<file path="src/rtl/led_pkg.sv">
// Shared types and constants for the HUB75 64x64 scan driver.
package led_pkg;

    typedef enum logic [1:0] {
        SHIFT,
        BLANK,
        LATCH,
        HOLD
    } led_state_t;

    localparam int PANEL_W   = 64;
    localparam int SCAN_ROWS = 32;
    localparam int PHASES    = 4;

    localparam logic [1:0] PH_TOP  = 2'd0;
    localparam logic [1:0] PH_BOT  = 2'd1;
    localparam logic [1:0] PH_DATA = 2'd2;
    localparam logic [1:0] PH_CLK  = 2'd3;

    // Bit positions of each pin group inside the LED_PANEL output vector.
    localparam int PIN_RGB0     = 0;
    localparam int PIN_RGB1     = 3;
    localparam int PIN_ROW_ADDR = 6;
    localparam int PIN_SCLK     = 11;
    localparam int PIN_LATCH    = 12;
    localparam int PIN_BLANK    = 13;
    localparam int LED_PANEL_W  = 14;

    localparam logic [LED_PANEL_W-1:0] PANEL_IDLE = LED_PANEL_W'(1 << PIN_BLANK);

endpackage

</file>
<file path="src/rtl/led_pwm_compare.sv">
// Threshold PWM: each colour channel is lit when it exceeds the current subframe.
module led_pwm_compare (
    input  logic [23:0] rgb24,
    input  logic [7:0]  threshold,
    output logic [2:0]  bgr
);

    assign bgr = {rgb24[7:0] > threshold, rgb24[15:8] > threshold, rgb24[23:16] > threshold};

endmodule

</file>
<file path="src/rtl/led_scan_driver.sv">
// HUB75 1/32-scan driver: requests pixels from a painter24 source, shifts
// two half-panel rows per pass, then latches, addresses and unblanks the row.
module led_scan_driver
    import led_pkg::*;
#(
    parameter int FRAME_BITS = 13,
    parameter int DELAY      = 1
) (
    input  logic                  clk,
    input  logic                  reset,
    output logic [FRAME_BITS-1:0] frame,
    output logic [7:0]            subframe,
    output logic [5:0]            x,
    output logic [5:0]            y,
    input  logic [23:0]           rgb24,
    output logic [2:0]            rgb0,
    output logic [2:0]            rgb1,
    output logic [4:0]            row_addr,
    output logic                  sclk,
    output logic                  latch,
    output logic                  blank
);

    localparam int HOLD_W = (DELAY > 1) ? $clog2(DELAY) : 1;

    led_state_t              state, state_n;
    logic [5:0]              col, col_n;
    logic [1:0]              phase, phase_n;
    logic [4:0]              row, row_n;
    logic [HOLD_W-1:0]       hold_cnt, hold_n;
    logic [FRAME_BITS-1:0]   frame_q, frame_n;
    logic [7:0]              subframe_q, subframe_n;
    logic [5:0]              x_q, x_n;
    logic [5:0]              y_q, y_n;
    logic [LED_PANEL_W-1:0]  panel_q, panel_n;
    logic [23:0]             top_q;
    logic [2:0]              bgr_top, bgr_bot;

    led_pwm_compare u_pwm_top (
        .rgb24     (top_q),
        .threshold (subframe_q),
        .bgr       (bgr_top)
    );

    // The bottom pixel is still on rgb24 when the column's data is committed.
    led_pwm_compare u_pwm_bot (
        .rgb24     (rgb24),
        .threshold (subframe_q),
        .bgr       (bgr_bot)
    );

    always_comb begin
        state_n    = state;
        col_n      = col;
        phase_n    = phase;
        row_n      = row;
        hold_n     = hold_cnt;
        frame_n    = frame_q;
        subframe_n = subframe_q;

        case (state)
            SHIFT: begin
                phase_n = phase + 2'd1;
                if (phase == 2'(PHASES - 1)) begin
                    col_n = col + 6'd1;
                    if (col == 6'(PANEL_W - 1)) state_n = BLANK;
                end
            end
            BLANK: state_n = LATCH;
            LATCH: begin
                state_n = HOLD;
                hold_n  = '0;
            end
            HOLD: begin
                hold_n = hold_cnt + 1'b1;
                if (hold_cnt == HOLD_W'(DELAY - 1)) begin
                    state_n = SHIFT;
                    col_n   = '0;
                    phase_n = PH_TOP;
                    row_n   = row + 5'd1;
                    if (row == 5'(SCAN_ROWS - 1)) begin
                        subframe_n = subframe_q + 8'd1;
                        if (subframe_q == 8'hFF) frame_n = frame_q + 1'b1;
                    end
                end
            end
            default: state_n = SHIFT;
        endcase

        // Outputs are decoded from the next state so they line up with it.
        panel_n            = panel_q;
        panel_n[PIN_SCLK]  = 1'b0;
        panel_n[PIN_LATCH] = 1'b0;
        x_n                = x_q;
        y_n                = y_q;

        case (state_n)
            SHIFT: begin
                if (phase_n == PH_TOP) begin
                    x_n = col_n;
                    y_n = {1'b0, row_n};
                end
                if (phase_n == PH_BOT) begin
                    x_n = col_n;
                    y_n = {1'b1, row_n};
                end
                if (phase_n == PH_CLK) panel_n[PIN_SCLK] = 1'b1;
            end
            BLANK: begin
                panel_n[PIN_BLANK]          = 1'b1;
                panel_n[PIN_ROW_ADDR +: 5]  = row_n;
            end
            LATCH: begin
                panel_n[PIN_LATCH] = 1'b1;
                panel_n[PIN_BLANK] = 1'b1;
            end
            HOLD:    panel_n[PIN_BLANK] = 1'b0;
            default: ;
        endcase

        if (state == SHIFT && phase == PH_BOT) begin
            panel_n[PIN_RGB0 +: 3] = bgr_top;
            panel_n[PIN_RGB1 +: 3] = bgr_bot;
        end
    end

    always_ff @(posedge clk) begin
        if (reset) begin
            state      <= SHIFT;
            col        <= '0;
            phase      <= PH_TOP;
            row        <= '0;
            hold_cnt   <= '0;
            frame_q    <= '0;
            subframe_q <= '0;
            x_q        <= '0;
            y_q        <= '0;
            panel_q    <= PANEL_IDLE;
        end else begin
            state      <= state_n;
            col        <= col_n;
            phase      <= phase_n;
            row        <= row_n;
            hold_cnt   <= hold_n;
            frame_q    <= frame_n;
            subframe_q <= subframe_n;
            x_q        <= x_n;
            y_q        <= y_n;
            panel_q    <= panel_n;
        end
    end

    always_ff @(posedge clk) begin
        if (state == SHIFT && phase == PH_TOP) top_q <= rgb24;
    end

    assign frame    = frame_q;
    assign subframe = subframe_q;
    assign x        = x_q;
    assign y        = y_q;
    assign rgb0     = panel_q[PIN_RGB0 +: 3];
    assign rgb1     = panel_q[PIN_RGB1 +: 3];
    assign row_addr = panel_q[PIN_ROW_ADDR +: 5];
    assign sclk     = panel_q[PIN_SCLK];
    assign latch    = panel_q[PIN_LATCH];
    assign blank    = panel_q[PIN_BLANK];

endmodule

</file>
<file path="config.mk">
export PLATFORM = sky130hd
export DESIGN_NAME = led_scan_driver
export DESIGN_NICKNAME = d
export VERILOG_FILES = /design/src/rtl/led_pkg.sv /design/src/rtl/led_pwm_compare.sv /design/src/rtl/led_scan_driver.sv
export SDC_FILE = /design/constraint.sdc
export NUM_CORES = 1
export LEC_CHECK = 0
export ABC_CLOCK_PERIOD_IN_PS = 4600
export CORE_ASPECT_RATIO = 2
export CORE_MARGIN = 8
export CORE_UTILIZATION = 50
export CTS_BUF_LIST = sky130_fd_sc_hd__clkbuf_4 sky130_fd_sc_hd__clkbuf_8 sky130_fd_sc_hd__clkbuf_16
export CTS_CLUSTER_SIZE = 12
export DETAILED_ROUTE_END_ITERATION = 8
export DONT_BUFFER_PORTS = 1
export SLEW_MARGIN = 5
export SYNTH_ARGS = -nofsm -noshare
export SYNTH_HDL_FRONTEND = slang
export SYNTH_HIERARCHICAL = 1
export SYNTH_SLANG_ARGS = --single-unit
</file>
<file path="constraint.sdc">
create_clock -name clk -period 4.6 [get_ports clk]
set_input_delay 0.92 -clock clk [delete_from_list [all_inputs] [get_ports clk]]
set_output_delay 0.92 -clock clk [all_outputs]
set_load 0.05 [all_outputs]
</file>
* Word level (Yosys, flattened, before mapping)
Cells that the tools add are included.
** Word-level totals
- Output and inout port bits :: 47
- Input port bits :: 26
- Register bits after elaboration :: 87
- Logic and storage cells :: 75
** Cells by class
- Order comparisons :: 6
- Multiplexer cells :: 19
- Reduce and logical (&&, ||, !) cells :: 14
- Add/sub/neg operators :: 6
- Bitwise logic cells :: 2
- Eq/ne operators :: 13
** Operators with widths (number)
- $gt 8x8->1 :: 6
- $mux 6 :: 6
- $add 13x1->13 const B :: 1
- $eq 2x2->1 const B :: 6
- $pmux 6 s2 :: 1
- $mux 5 :: 2
- $add 8x1->8 const B :: 1
- $eq 2x1->1 const B :: 4
- $eq 8x8->1 const B :: 1
- $logic_not 2->1 :: 4
- $mux 2 :: 4
- $pmux 2 s4 :: 1
- $add 6x1->6 const B :: 1
- $eq 6x6->1 const B :: 1
- $reduce_bool 2->1 :: 3
- $add 5x1->5 const B :: 1
- $eq 5x5->1 const B :: 1
- $pmux 1 s2 :: 2
- $pmux 2 s2 :: 1
- $reduce_and 4->1 :: 1
- $reduce_or 2->1 :: 2
- $reduce_and 3->1 :: 1
- $add 2x1->2 const B :: 1
- $logic_and 1x1->1 :: 2
- other kinds (4) :: 6

* Longest topological paths before layout
- Depth after elaboration :: 7
- Gate-level depth with buffers :: 8
- Depth with buffers taken out :: 8

* Cells and area by module
Netlist, hierarchy kept.
** Modules (own cells, without submodules)
- led_scan_driver :: times used 1, seq. area each 1981.9 µm², area each 3722.3 µm², cells each 343
- led_pwm_compare :: times used 2, seq. area each 0.0 µm², area each 578.1 µm², cells each 67

* Worst setup path before layout
No wires, ideal clock.
- Path kind :: reg2reg
- From :: register subframe_q[0] (netlist: subframe[0])
- To :: register frame_q[11] (netlist: frame[11])
- Arrival time :: 2.084 ns
- Library setup time :: 0.070 ns
- Path buffers :: 0
- Cell stages (with the launch flop) :: 6
- Data required time :: 4.530 ns
- Clock period less this slack :: 2.154 ns
- Path slack :: 2.446 ns
- Path through :: dfxtp_1 -> ha_1 -> and4b_4 -> nand4_4 -> or4_1 -> a21oi_1
** On the way
- Cells in the longest elaborated chain, start to end :: 2
** Ends and longest elaborated chain
- start, declared :: line led_scan_driver.sv:32 : logic [7:0] subframe_q, subframe_n;
- start signal, assigned :: line led_scan_driver.sv:146 : subframe_q <= subframe_n;
- $eq 8x8->1 :: line led_scan_driver.sv:83 : if (subframe_q == 8'hFF) frame_n = frame_q + 1'b1;
- $reduce_and 4->1 (no source line)
- end signal, assigned :: line led_scan_driver.sv:145 : frame_q <= frame_n;
- end, declared :: line led_scan_driver.sv:31 : logic [FRAME_BITS-1:0] frame_q, frame_n;
No other way between the ends.
A chain may end at the register's enable or synchronous reset.

* Worst setup path in the final report
- From :: register state[0]
- To :: register x_q[5] (netlist: x[5])
** On the way
- Cells in the longest elaborated chain, start to end :: 5
- Elaborated cells on any way between the ends :: 17
- Classes of those cells :: eq/ne (4); mux (8); reduce/logical (5)
** Ends and longest elaborated chain
- start, declared :: line led_scan_driver.sv:26 : led_state_t state, state_n;
- start signal, assigned :: line led_scan_driver.sv:140 : state <= state_n;
- $eq 2x2->1, or another cell as far along :: line led_scan_driver.sv:61 : case (state)
- $pmux 2 s2 / $mux 2 (equally long branches) :: line led_scan_driver.sv:61, led_scan_driver.sv:64
- $eq 2x1->1, or another cell as far along :: line led_scan_driver.sv:103 : if (phase_n == PH_BOT) begin
- $reduce_bool 2->1 (no source line) / $logic_not 2->1 (equally long branches)
- $reduce_and 2->1 (no source line)
- end signal, assigned :: line led_scan_driver.sv:147 : x_q <= x_n;
- end, declared :: line led_scan_driver.sv:33 : logic [5:0] x_q, x_n;
Parallel ways exist; a longest one is shown, timed or not. The select of a mux whose other input is x is not followed.

==> results by group <==
Run status
  • Status: complete, no violations

Worst setup path
  • Kind of critical path: reg -> reg
  • Sequence of cells on the critical path: inv_1, ha_1, a311oi_1, nand2_1, a21oi_4, mux2_2
  • Path length in cells of the critical path: 6
  • Slowest-stage cell, CP: a21oi_4
  • WP data required: ~4.8 ns
  • Critical Path AT: 2.95 ns
  • Startpoint of the lowest-slack register-to-register path: state[0]
  • Worst Path Max Fanout: 19
  • Startpoint class of the critical path: register
  • Crit-path leading delay family: compound AO/OA/AOI/OAI gates
  • R2R cell count: 6
  • Max incr delay on CP: 0.51 ns
  • Element type at the critical path end: register
  • Endpoint of the lowest-slack register-to-register path: x[5]
  • Worst R2R Setup Slack: 1.88 ns
  • Combined buffer and inverter count along the critical path: 1
  • Crit path capture: x[5]
  • Startpoint of the worst setup timing path: state[0]

STA
  • Worst clock skew: 0.00453 ns
  • Headroom to the max-slew limit: 0.245
  • Setup TNS Final: 0 ns
  • Max-slew violation count: 0
  • Unrepaired setup endpoints after global routing: false
  • Max Clk Rate: 367 MHz
  • Final Hold Slack: 0.531 ns
  • Tightest Pin Transition: 1.13 ns
  • Crit path time final: 2.72 ns
  • Number of setup violations in the final report: 0
  • Final Hold Viols: 0
  • Share of the clock period used by the worst path after layout: 0.592
  • Worst Setup Slack, final: 1.88 ns

Pwr
  • Power Total: about 2.6 mW
  • Proportion of power drawn by combinational gates: 0.286
  • Internal power consumption: about 1.7 mW
  • Part of the power in the clock network: 0.258
  • Static power due to leakage: between 2 and 2.5 nW
  • P_sw: 957 uW
  • Worst vdd ir: 0.276 mV
  • Cell Pwr Density: 502 mW/mm^2
  • Portion of total power attributed to sequential cells: 0.457
  • Switching share of total power: 0.365

Clock tree
  • Clock latency on the worst-skew pair: 0.33 ns
  • Post-CTS resize count: 0
  • Hold buffer count at CTS: 0
  • Clock transition at the registers of the reported paths: about 0.06 ns
  • Buffers inserted by post-CTS timing repair: 0
  • H-tree Lvls: 3
  • TritonCTS clock tree: built
  • Num Clock Sinks: 87
  • Clock buffer count from CTS: 9
  • Clock tree root driver cell: clkbuf_16
  • Maximum number of buffers from clock root to sink: 2

Finish
  • Number of nets in the finished design: 560
  • Share of final-layout standard cells stronger than drive strength 1: 0.117
  • Final design instance area without fill: 0.00523 sq mm
  • Layout overhead on the synthesized area: 7.23%
  • Filler cell count in the final layout: slightly below 900
  • Antenna diode instance count: 0

Detailed routing
  • Remaining DRCs: 0
  • Detailed-route vias per instance: between 5 and 6
  • Wire length reported by the detailed router: 11700 um
  • Avg WL per Cell: 19.3 um
  • Antenna Nets Post-Route: 0
  • DRT iter0 DRCs: 176
  • First-pass DRT Iterations: 4
  • Vias after detailed routing: 3562

Die
  • Initial core utilization: 0.506
  • Std-Cell Core Area: 0.00964 sq mm
  • Area of the die: 0.0134 sq mm
  • Number of core rows: 51
  • Overall die height: 156 um
  • Horizontal extent of the die: ~86 um
  • Number of top-level pins: between 70 and 80

Synthesis
  • Post-Syn Area: 0.00488 sq mm
  • Post-synthesis area per instance: 10.2 sq um
  • Main flop type after synthesis: dfxtp_1
  • Synth Register Bits: 87
  • Post-synthesis cell count: approximately 480
  • Number of flops mapped to enable cells by yosys: 24
  • Net Count, Synth: 563
  • Async set-or-reset flop fraction in the synthesized netlist: 0
  • Sequential-to-total area share from yosys stat: 0.406
  • Number of distinct library cells after synthesis: 62
  • Yosys synthesis warning count: 6

Global routing
  • Vias in the first global route: 3701
  • Global-route wire length before repair: 18900 um
  • Overall global routing resource usage: 0.182
  • GRT Residual Overflow: 0
  • Maximum number of pins on one net before global-route repair: 55
  • Number of antenna violations at the first check in global routing: 0

Hold path
  • Hold/Removal Path Class: reg -> reg

Placed design
  • Worst-case setup slack after placement: 1.91 ns
  • Post-Place Cell Area: 0.00496 sq mm
  • Number of buffers inserted by port buffering: 0
  • Detailed-placement wirelength estimate: around 9100 um
  • Gp weighted congestion: 0.872

Job
  • Reported max-cap violation count: 0
## how the worst min path moves through the flow
| stage | to | cells past startpoint | from | slack (ns) |
|---|---|---|---|---|
| final | col[4] | 2 | col[4] | 0.53 |
| after global routing | col[3] | 2 | col[3] | 0.57 |
| after CTS | col[4] | 2 | col[4] | 0.53 |
| after detailed placement | col[4] | 2 | col[4] | 0.52 |
| after global placement | col[4] | 2 | col[4] | 0.51 |
| after floorplan | col[5] | 1 | col[5] | 0.48 |
## logic make-up after synthesis
group                      share of synthesized area
DFF                                            0.406
xor gates and xnor gates                      0.0144
and+or+nand+nor                                0.188
muxes                                         0.0485
adders and majority gates                      0.154
AOI/OAI and AO/OA                              0.149
buffers and inverters                         0.0405
## stage by stage
step	utilization	std cells
after detailed placement	0.515	595
after global routing	0.543	610
final	0.543	610
after global placement	0.515	595
after CTS	0.543	610
after floorplan	-	477
## metal layers
metal / wire [um] / global-route usage / vias to the layer above
li1: - / - / 1758
met1: 4000 / 0.166 / 1718
met2: 6800 / 0.357 / 68
met3: 586 / 0.0485 / 18
met4: 359 / 0.0816 / 0
met5: 0 / 0 / -
## registers in the layout (all words and copies together) (netlist names)
name / count
col: 6
y: 6
frame: 13
row: 5
state: 2
top_q: 24
phase: 2
hold_cnt: 1
panel_q: 14
subframe: 8
x: 6
## area by class of cell
cell class	instances	area, sq um	area share
Tap cell	132	165	0.0316
Multi-Input combinational cell	346	2700	0.516
Clock inverter	3	18.8	0.00359
Clock buffer	12	254	0.0486
Inverter	30	113	0.0215
Sequential cell	87	1980	0.379
## worst min-delay path, cell delays in order (launching register included)
cell and delay [ns]:
dfxtp_1 0.33, nand2_1 0.06, a31oi_1 0.10
## power by group through the flow
stage / Combinational [mW] / Sequential, mW / Clock, mW
4_1_cts: 0.762 / 1.20 / 0.694
2_1_floorplan: 0.633 / 1.18 / 0
3_3_place_gp: 0.739 / 1.22 / 0
6_report: 0.749 / 1.20 / 0.677
5_1_grt: 0.845 / 1.22 / 0.719
3_5_place_dp: 0.757 / 1.22 / 0
## placed cells by master (no fill, tap or decap), types with 7 or more instances in the layout
master | netlist | routed
a21oi_1 | 42 | 42
and2_1 | 7 | 7
clkbuf_16 | 0 | 9
dfxtp_1 | 63 | 63
edfxtp_1 | 24 | 24
ha_1 | 60 | 60
inv_1 | 29 | 29
mux2_4 | 8 | 8
nand2_1 | 30 | 30
nand3_1 | 18 | 18
nand4_1 | 21 | 21
nor2_1 | 19 | 19
nor2b_1 | 16 | 16
o21ai_0 | 19 | 19
o22a_1 | 10 | 10
## Yosys cell counts, types with 2 or more instances
cell type   n  share of area
a31oi_1     2         0.0026
clkbuf_1    7         0.0054
nand2b_1    2         0.0026
nor2_1     19          0.015
o31ai_1     2         0.0031
nand3_1    18          0.018
nand3b_1    2         0.0031
and4_1      4         0.0072
nor2b_1    16          0.021
o22a_1     10          0.018
nand2_1    30          0.023
a21oi_2     6          0.011
mux2i_1     6          0.012
nand4_1    21          0.027
mux2_4      8          0.025
xnor2_1     3         0.0054
a21oi_1    42          0.043
o211ai_2    6          0.015
a311o_1     2         0.0041
xor2_1      5         0.0090
mux2_2      5          0.012
and2_1      7         0.0090
and3_1      4         0.0051
buf_2       2         0.0021
buf_6       2         0.0046
edfxtp_1   24           0.15
or3_1       6         0.0077
dfxtp_1    63           0.26
inv_1      29          0.022
o211a_1     2         0.0041
ha_1       60           0.15
nor2b_4     6          0.017
or4_1       4         0.0062
nor3_1      5         0.0051
o21ai_0    19          0.019
a311oi_1    2         0.0036
No activity file was read; power rests on OpenSTA's default activity.
